`config.mk`:
```
export PLATFORM = sky130hd
export DESIGN_NAME = instr_fetch_buffer
export DESIGN_NICKNAME = d
export VERILOG_FILES = /design/src/rtl/ifb_pkg.sv /design/src/rtl/ifb_line_store.sv /design/src/rtl/instr_fetch_buffer.sv
export SDC_FILE = /design/constraint.sdc
export NUM_CORES = 1
export LEC_CHECK = 0
export ABC_AREA = 1
export CORE_ASPECT_RATIO = 0.75
export CORE_MARGIN = 4
export CORE_UTILIZATION = 40
export CTS_CLUSTER_DIAMETER = 50
export DETAILED_ROUTE_END_ITERATION = 6
export PLACE_DENSITY_LB_ADDON = 0.3
export SLEW_MARGIN = 10
export SYNTH_ARGS = -nofsm -noshare
export SYNTH_HDL_FRONTEND = slang
export SYNTH_HIERARCHICAL = 1
export SYNTH_SLANG_ARGS = --single-unit
```
`constraint.sdc`:
```
create_clock -name clk -period 8.3 [get_ports clk]
set_input_delay 0.83 -clock clk [delete_from_list [all_inputs] [get_ports clk]]
set_output_delay 0.83 -clock clk [all_outputs]
set_load 0.01 [all_outputs]
```
`src/rtl/ifb_pkg.sv`:
```
// Shared definitions for the instruction fetch buffer: default parameters,
// controller state encoding and a saturating counter helper.
package ifb_pkg;

  localparam int unsigned IFB_ADDR_W  = 64;
  localparam int unsigned IFB_DATA_W  = 64;
  localparam int unsigned IFB_DEPTH   = 8;
  localparam int unsigned IFB_TIMEOUT = 1024;

  typedef enum logic [1:0] {
    ST_IDLE,
    ST_REQ,
    ST_WAIT,
    ST_RESP
  } ifb_state_e;

  // Increment that sticks at all-ones instead of wrapping.
  function automatic logic [31:0] sat_inc32(input logic [31:0] v);
    return (v == '1) ? v : v + 32'd1;
  endfunction

endpackage

```
`src/rtl/ifb_line_store.sv`:
```
// Direct-mapped entry storage: per-entry valid bit, tag and data word.
// Combinational read at one index, single write port, whole-array flush.
module ifb_line_store
  import ifb_pkg::*;
#(
  parameter int unsigned DEPTH  = IFB_DEPTH,
  parameter int unsigned IDX_W  = $clog2(DEPTH),
  parameter int unsigned TAG_W  = 8,
  parameter int unsigned DATA_W = IFB_DATA_W
) (
  input  logic              clk,
  input  logic              rst_n,
  input  logic              flush_i,
  input  logic [IDX_W-1:0]  rd_idx_i,
  output logic              rd_valid_o,
  output logic [TAG_W-1:0]  rd_tag_o,
  output logic [DATA_W-1:0] rd_data_o,
  input  logic              wr_en_i,
  input  logic [IDX_W-1:0]  wr_idx_i,
  input  logic [TAG_W-1:0]  wr_tag_i,
  input  logic [DATA_W-1:0] wr_data_i
);

  logic [DEPTH-1:0]  valid_q;
  logic [TAG_W-1:0]  tag_q  [DEPTH];
  logic [DATA_W-1:0] data_q [DEPTH];

  // Valid bits: cleared by reset or flush; flush wins over a same-cycle write.
  always_ff @(posedge clk or negedge rst_n) begin
    if (!rst_n) begin
      valid_q <= '0;
    end else if (flush_i) begin
      valid_q <= '0;
    end else if (wr_en_i) begin
      valid_q[wr_idx_i] <= 1'b1;
    end
  end

  // Tag and data payload; meaningless until the matching valid bit is set.
  always_ff @(posedge clk) begin
    if (wr_en_i) begin
      tag_q[wr_idx_i]  <= wr_tag_i;
      data_q[wr_idx_i] <= wr_data_i;
    end
  end

  assign rd_valid_o = valid_q[rd_idx_i];
  assign rd_tag_o   = tag_q[rd_idx_i];
  assign rd_data_o  = data_q[rd_idx_i];

endmodule

```
`src/rtl/instr_fetch_buffer.sv`:
```
// Instruction fetch buffer: direct-mapped lookup with single-cycle hits,
// miss handling over a request/grant/response memory port, a response
// timeout and saturating hit/miss statistics.
module instr_fetch_buffer
  import ifb_pkg::*;
#(
  parameter int unsigned ADDR_W  = IFB_ADDR_W,
  parameter int unsigned DATA_W  = IFB_DATA_W,
  parameter int unsigned DEPTH   = IFB_DEPTH,
  parameter int unsigned TIMEOUT = IFB_TIMEOUT
) (
  input  logic              clk,
  input  logic              rst_n,
  input  logic              core_req,
  input  logic [ADDR_W-1:0] core_addr,
  input  logic              flush,
  output logic              core_busy,
  output logic              core_instr_valid,
  output logic [DATA_W-1:0] core_instr,
  output logic              core_exc,
  output logic              mem_rd_req,
  output logic [ADDR_W-1:0] mem_rd_addr,
  input  logic              mem_rd_gnt,
  input  logic              mem_rd_valid,
  input  logic [DATA_W-1:0] mem_rd_data,
  input  logic              mem_rd_err,
  output logic [31:0]       hit_cnt,
  output logic [31:0]       miss_cnt
);

  localparam int unsigned B     = DATA_W / 8;
  localparam int unsigned OFF_W = $clog2(B);
  localparam int unsigned IDX_W = $clog2(DEPTH);
  localparam int unsigned TAG_W = ADDR_W - OFF_W - IDX_W;
  localparam int unsigned TMO_W = $clog2(TIMEOUT + 1);
  localparam logic [TMO_W-1:0] TMO_LAST = TMO_W'(TIMEOUT - 1);

  ifb_state_e        state_q, state_d;
  logic [ADDR_W-1:0] addr_q, addr_d;
  logic [TMO_W-1:0]  tmo_q, tmo_d;
  logic              nofill_q, nofill_d;
  logic [DATA_W-1:0] instr_q, instr_d;
  logic              ivalid_q, ivalid_d;
  logic              exc_q, exc_d;
  logic [31:0]       hit_q, hit_d;
  logic [31:0]       miss_q, miss_d;

  logic [OFF_W-1:0]  req_off;
  logic [IDX_W-1:0]  req_idx;
  logic [TAG_W-1:0]  req_tag;
  logic              rd_valid;
  logic [TAG_W-1:0]  rd_tag;
  logic [DATA_W-1:0] rd_data;
  logic              lookup_hit;
  logic              fill_en;

  assign req_off = core_addr[OFF_W-1:0];
  assign req_idx = core_addr[OFF_W +: IDX_W];
  assign req_tag = core_addr[ADDR_W-1 -: TAG_W];

  ifb_line_store #(
    .DEPTH  (DEPTH),
    .IDX_W  (IDX_W),
    .TAG_W  (TAG_W),
    .DATA_W (DATA_W)
  ) u_store (
    .clk        (clk),
    .rst_n      (rst_n),
    .flush_i    (flush),
    .rd_idx_i   (req_idx),
    .rd_valid_o (rd_valid),
    .rd_tag_o   (rd_tag),
    .rd_data_o  (rd_data),
    .wr_en_i    (fill_en),
    .wr_idx_i   (addr_q[OFF_W +: IDX_W]),
    .wr_tag_i   (addr_q[ADDR_W-1 -: TAG_W]),
    .wr_data_i  (mem_rd_data)
  );

  // A flush in the lookup cycle makes the lookup miss.
  assign lookup_hit = rd_valid && (rd_tag == req_tag) && !flush;

  // Controller state and all registered core-facing results.
  always_ff @(posedge clk or negedge rst_n) begin
    if (!rst_n) begin
      state_q  <= ST_IDLE;
      addr_q   <= '0;
      tmo_q    <= '0;
      nofill_q <= 1'b0;
      instr_q  <= '0;
      ivalid_q <= 1'b0;
      exc_q    <= 1'b0;
      hit_q    <= '0;
      miss_q   <= '0;
    end else begin
      state_q  <= state_d;
      addr_q   <= addr_d;
      tmo_q    <= tmo_d;
      nofill_q <= nofill_d;
      instr_q  <= instr_d;
      ivalid_q <= ivalid_d;
      exc_q    <= exc_d;
      hit_q    <= hit_d;
      miss_q   <= miss_d;
    end
  end

  // Next-state logic: lookup in IDLE, then request, wait, respond.
  // Response pulses default to zero so core_instr is zero whenever not valid.
  always_comb begin
    state_d  = state_q;
    addr_d   = addr_q;
    tmo_d    = tmo_q;
    nofill_d = nofill_q;
    instr_d  = '0;
    ivalid_d = 1'b0;
    exc_d    = 1'b0;
    hit_d    = hit_q;
    miss_d   = miss_q;
    fill_en  = 1'b0;
    case (state_q)
      ST_IDLE: begin
        if (core_req) begin
          if (req_off != '0) begin
            exc_d = 1'b1;
          end else if (lookup_hit) begin
            ivalid_d = 1'b1;
            instr_d  = rd_data;
            hit_d    = sat_inc32(hit_q);
          end else begin
            addr_d   = core_addr;
            miss_d   = sat_inc32(miss_q);
            tmo_d    = '0;
            nofill_d = 1'b0;
            state_d  = ST_REQ;
          end
        end
      end
      ST_REQ: begin
        if (flush) nofill_d = 1'b1;
        if (tmo_q == TMO_LAST) begin
          exc_d   = 1'b1;
          state_d = ST_IDLE;
        end else begin
          tmo_d = tmo_q + 1'b1;
          if (mem_rd_gnt) state_d = ST_WAIT;
        end
      end
      ST_WAIT: begin
        if (flush) nofill_d = 1'b1;
        if (mem_rd_valid) begin
          if (mem_rd_err) begin
            exc_d   = 1'b1;
            state_d = ST_IDLE;
          end else begin
            // A flush seen at any point since the miss suppresses the fill
            // but the data still goes back to the core.
            fill_en  = !nofill_q && !flush;
            instr_d  = mem_rd_data;
            ivalid_d = 1'b1;
            state_d  = ST_RESP;
          end
        end else if (tmo_q == TMO_LAST) begin
          exc_d   = 1'b1;
          state_d = ST_IDLE;
        end else begin
          tmo_d = tmo_q + 1'b1;
        end
      end
      ST_RESP: begin
        state_d = ST_IDLE;
      end
      default: begin
        state_d = ST_IDLE;
      end
    endcase
  end

  assign core_busy        = (state_q != ST_IDLE);
  assign core_instr_valid = ivalid_q;
  assign core_instr       = instr_q;
  assign core_exc         = exc_q;
  assign mem_rd_req       = (state_q == ST_REQ);
  assign mem_rd_addr      = mem_rd_req ? addr_q : '0;
  assign hit_cnt          = hit_q;
  assign miss_cnt         = miss_q;

endmodule

```
Yosys cells after proc, flatten, opt, wreduce, memory -nomap -nowiden
Memory sizes are Yosys's and may differ from the RTL's.
Cells that the tools add are included.
{"block": "word_totals", "elab_cells": 106, "ff_bits": 216, "n_memories": 2, "inputBits": 135, "ram_bits": 976, "output_inout_bits": 196}
{"name": "u_store.data_q", "words": 8, "word_bits": 64, "read_ports": 1, "rd_ports_with_merged_regs": 0, "wr": 1, "line_no": "ifb_line_store.sv:26", "text": "logic [DATA_W-1:0] data_q [DEPTH];"}
{"name": "u_store.tag_q", "words": 8, "word_bits": 58, "read_ports": 1, "rd_ports_with_merged_regs": 0, "wr": 1, "line_no": "ifb_line_store.sv:25", "text": "logic [TAG_W-1:0] tag_q [DEPTH];"}
{"block": "classes", "n_eq_ne": 14, "order_cmp": 3, "bitwise": 5, "mux": 50, "reduce_logical": 19, "addsub": 3}
{"operator": "two-way mux 64 bit", "n": 6}
{"operator": "case mux 64 bit (2 select lines)", "n": 1}
{"operator": "adder 32 x 1 -> 32 bit (second input constant)", "n": 2}
{"operator": "== test 32 bit (second input constant)", "n": 2}
{"operator": "== test 58 bit", "n": 1}
{"operator": "two-way mux 11 bit", "n": 5}
{"operator": "case mux 11 bit (3 select lines)", "n": 1}
{"operator": "AND reduction 5 bit", "n": 5}
{"operator": "two-way mux 1 bit", "n": 21}
{"operator": "two-way mux 2 bit", "n": 8}
{"operator": "two-way mux 8 bit", "n": 2}
{"operator": "adder 11 x 1 -> 11 bit (second input constant)", "n": 1}
{"operator": "== test 11 x 10 -> 1 bit (second input constant)", "n": 1}
{"operator": "< comparator 3 x 4 -> 1 bit (second input constant)", "n": 2}
{"operator": "inequality test 2 bit (second input constant)", "n": 4}
{"operator": "bitwise OR 8 bit", "n": 1}
{"operator": "case mux 2 bit (4 select lines)", "n": 1}
{"operator": "nonzero test 2 bit", "n": 3}
{"operator": "nonzero test 3 bit", "n": 2}
{"operator": "== test 2 bit (second input constant)", "n": 2}
{"operator": "logical AND 1 bit", "n": 4}
{"operator": "NOT 1 bit", "n": 4}
{"operator": "case mux 1 bit (2 select lines)", "n": 2}
{"operator": "AND reduction 4 bit", "n": 1}
{"operator": "11 further kinds", "n": 12}

Logic depth before layout (Yosys ltp)
{"block": "logic_depth", "ltp_word": 8, "depth_mapped": 24, "ltp_nobuf": 20}

Hierarchy
The synthesis kept the hierarchy.
{"module": "ifb_line_store", "cells_per_inst": 4288, "instances": 1, "seq_area_each_um2": 29508.3, "area_each_um2": 43038.8}
{"module": "instr_fetch_buffer", "cells_per_inst": 1673, "instances": 1, "seq_area_each_um2": 5205.0, "area_each_um2": 11838.9}

Worst setup path after synthesis
OpenSTA, ideal clock, no wires.
{"block": "synth_path", "kind": "input to register", "from": "in mem_rd_valid", "to": "mem u_store/data_q[7][0] in the netlist's numbering, enable pin", "path_stages": 8, "setup_ps": 606, "required_ps": 7694, "arrival_ps": 7020, "slack_ps": 674, "path_buffers": 1, "cell_sequence": "inv_1 -> or2_2 -> nor2_1 -> clkbuf_1 -> inv_1 -> nor3_1 -> nand2_1 -> nor2_1"}
{"block": "synth_via", "elab_chain_len": 4}
{"item": "start: declaration", "line_no": "instr_fetch_buffer.sv:24", "text": "input logic mem_rd_valid,"}
{"item": "two-way mux 1 bit", "line_no": "instr_fetch_buffer.sv:151", "text": "if (mem_rd_valid) begin"}
{"item": "two-way mux 1 bit", "line_no": "instr_fetch_buffer.sv:121", "text": "case (state_q)"}
{"item": "named net fill_en", "line_no": "instr_fetch_buffer.sv:55", "text": "logic fill_en;"}
{"item": "two-way mux 1 bit", "line_no": "ifb_line_store.sv:41", "text": "if (wr_en_i) begin"}
{"item": "two-way mux 1 bit (not written as such)", "line_no": "ifb_line_store.sv:43", "text": "data_q[wr_idx_i] <= wr_data_i;"}
{"item": "end: declaration", "line_no": "ifb_line_store.sv:26"}
The timed path passes the listed nets, and every way through them passes these cells.

Worst setup path after layout
{"block": "layout_path", "from": "in core_addr[3]", "to": "reg miss_q[7] (netlist: miss_cnt[7])"}
{"block": "layout_via", "elab_chain_len": 6, "elab_cells_between_ends": 8, "classes_between": "eq/ne (1); mux (2); bitwise (1); reduce/logical (3); memory (1)"}
{"item": "start: declaration", "line_no": "instr_fetch_buffer.sv:15", "text": "input logic [ADDR_W-1:0] core_addr,"}
{"item": "memory (8 x 58 bit)"}
{"item": "named net rd_tag[17]", "line_no": "instr_fetch_buffer.sv:52", "text": "logic [TAG_W-1:0] rd_tag;"}
{"item": "== test 58 bit", "line_no": "instr_fetch_buffer.sv:81", "text": "assign lookup_hit = rd_valid && (rd_tag == req_tag) && !flush;"}
{"item": "logical AND 1 bit (2 in series)", "line_no": "instr_fetch_buffer.sv:81"}
{"item": "NOT 1 bit (no source line)"}
{"item": "AND reduction 5 bit (no source line)"}
{"item": "end signal: assignment", "line_no": "instr_fetch_buffer.sv:104", "text": "miss_q <= miss_d;"}
{"item": "end: declaration", "line_no": "instr_fetch_buffer.sv:46", "text": "logic [31:0] miss_q, miss_d;"}
The timed path passes the listed nets, and every way through them passes these cells. The select of a mux whose other input is x is not followed.
A chain may end at the register's enable or synchronous reset.

==> results.tsv <==
metric	value	unit
initial antenna violation count	9	
Most used DFF post-synth	edfxtp_1	
Top Ports	331	
hpwl dp	84.8	mm
dpl ws	2.50	ns
Setup crit start kind	input port	
f_max	195	MHz
Final Hold Vio Count	0	
Post-DP Area	59500	um2
Final ANT Viol Nets	0	
routed vias	39300	
crit-path cells	buf_8 > inv_16 > buf_12 > nand2_1 > nand3_1 > nand2_1 > nand2_1 > nand2_1 > inv_1 > nand2_1 > nand2_1 > nor2_1 > nand2_1 > nor2_1 > nand2_1 > nor2_1 > nand2_1 > nand2_4 > inv_2 > nand2_4 > nand2_1 > nand2_1	
Min-Delay Endpoint	nofill_q	
wire per inst	18.5	um
first-pass iteration count of the detailed router	6	
initial cell density of the core	0.404	
hold-fix buffers at CTS	1	
DRT Wirelength	150	mm
initial DRC count	3463	
RR Endpoint	u_store/data_q[0][27]	
clk slew on worst S/H paths	0.05	ns
most common cell after layout, fill and taps aside	nand2_1	
postcts setup bufs	0	
setup TNS	0	ns
worst path arrival time	5.80	ns
Leak Pwr	0.0302	uW
Num CTS Buffers	135	
number of global-route vias before repair	36700	
power density over the cells	238	nW/um2
GRT Util Overall	0.206	
CTS sink count	1192	
share of layout cells above drive strength 1	0.0454	
Avg Vias per Cell	4.83	
Synth Net Count	6103	
critical path type	input port to register	
CTS tree	built	
Root Driver	clkbuf_16	
post-synthesis compound-gate area fraction	0.0186	
Worst Setup End Kind	register	
most frequent cells in the layout	nand2_1 (2228), inv_1 (1272), edfxtp_1 (976)	
Power Total	15200	uW
first-pass GRT wire length	226	mm
headroom to the max-slew limit	0.194	
main combinational cell family by area after synthesis	simple AND/OR/NAND/NOR gates	
Resized cells post-CTS	0	
crit-path max cell delay	0.55	ns
post-synthesis sequential area ratio	0.633	
library cells used by synthesis	40	
core area	136000	um2
Post-synth EDFFs	976	
flops & latches, synth	1192	
Crit-path slowest cell	buf_8	
warnings from Yosys	6	
RePlAce Congestion	0.912	
endpoints failing setup	0	
grt ovf	0	
nets@finish	6369	
Syn Inst Count	5961	
fin crit share	0.617	
XOR/XNOR share of the synthesized area	0.00846	
RSZ-0062 raised after global routing	false	
largest net degree at the start of global routing	207	
DIE AREA	143000	um2
Tmin final	5.12	ns
share of the synthesized area in the top cell type	0.534	
crit-path max FO	206	
mux cell area share after synthesis	0	
final instance area	64000	um2
Most common cell on crit path	nand2_1	
max-cap violations	0	
Clock Path Buffers	3	
Hold Crit Depth	2	
Buffers on Ports	330	
worst r2r src	state_q[0]	
Area Overhead vs Synth	16.7	%
Die X	436	um
Worst-Skew Late Latency	0.78	ns
Max IR drop VDD	0.000185	V
Hold Path Origin	nofill_q	
status	completed	
drt drc	0	
final worst setup slack	3.18	ns
Clock Skews	0.0345	ns
reg2reg setup slack	4.27	ns
adder-cell share of the synthesized area	0.00160	
Synth area leaders	edfxtp_1 (53%), nand2_1 (15%), dfrtp_1 (9.8%)	
Avg Inst Size Synth	9.21	um2
ys async rst share	0.181	
fin util	0.471	
hold crit path type	register to register	
H-tree levels	4	
Least-Margin Pin Slew	1.20	ns
Final Max Slew Viols	0	
Rows	117	
Die Y	329	um
simple-gate portion of the synthesized area	0.224	
Critical Path RT	8.98	ns
synthesized cell area	54900	um2
largest area contributor in the netlist	edfxtp_1	
reg2reg path depth	11	
==> registers in the layout, indices dropped and copies added, names as in the netlist <==
signal and count:
tmo_q 11, u_store/data_q 512, u_store/valid_q 8, addr_q 64, core_exc 1, miss_cnt 32
core_instr 64, nofill_q 1, hit_cnt 32, state_q 2, core_instr_valid 1, u_store/tag_q 464
==> critical path: cells and delay by family <==
family        cells  cell delay, ns
simple gates     17            2.54
buf+inv           5            1.94
==> how the worst max path moves through the flow <==
stage               cells after the start  slack (ns)         start                   end
finish                                 22        3.18  core_addr[3]           miss_cnt[7]
global route                           22        2.71  core_addr[3]           miss_cnt[5]
global placement                       22        2.56  core_addr[3]           miss_cnt[2]
CTS                                    22        3.33  core_addr[3]           miss_cnt[9]
detailed placement                     22        2.50  core_addr[3]          miss_cnt[14]
floorplan                               8        0.67  mem_rd_valid  u_store/data_q[7][0]
==> where the power goes <==
part / leakage, uW / internal (uW) / total (uW) / switching [uW]
sequential: 0.0117 / 7020 / 7470 / 448
clock: 0.00223 / 3530 / 6060 / 2530
combinational: 0.0163 / 617 / 1710 / 1090
total: 0.0302 / 11200 / 15200 / 4070
==> routing by layer <==
metal	global-route usage	wire [um]
met5	0	0
met4	0.0768	5090
met3	0.0415	10800
met2	0.327	69600
met1	0.280	64800
==> synth_stat cells (9+ instances only) <==
cell type and number:
nor2_1 157, clkbuf_1 30, buf_6 38, nand4_1 32, o21ai_0 69, xor2_1 33, xnor2_1 20, a21oi_1 12
nand2_1 2228, nand3_1 565, inv_2 9, dfrtp_1 216, buf_4 26, buf_2 140, inv_1 1280, a22o_1 64
edfxtp_1 976, nor3_1 16
==> through the flow <==
stage          instances  hold slack (ns)
3_5_place_dp        7874            0.482
2_1_floorplan       5961            0.454
6_report            8135            0.493
3_3_place_gp        7874            0.476
4_1_cts             8126            0.496
5_1_grt             8132            0.518
==> final cells by class <==
cell class	instances	area, um2
diodes	9	22.5
clock buffers	185	3790
clock inverters	66	754
fillers	12500	72000
inverters	1290	4910
multi-input cells	3241	13900
flip-flops and latches	1192	34700
well taps	1785	2230
repair buffers	367	3710
==> logic make-up after synthesis <==
logic type                 count (synthesis)
xor gates and xnor gates                  53
adders and majority gates                  7
AOI/OAI and AO/OA                        154
DFF                                     1192
and+or+nand+nor                         3027
buffers and inverters                   1528
(Power assumes the default switching activity.)
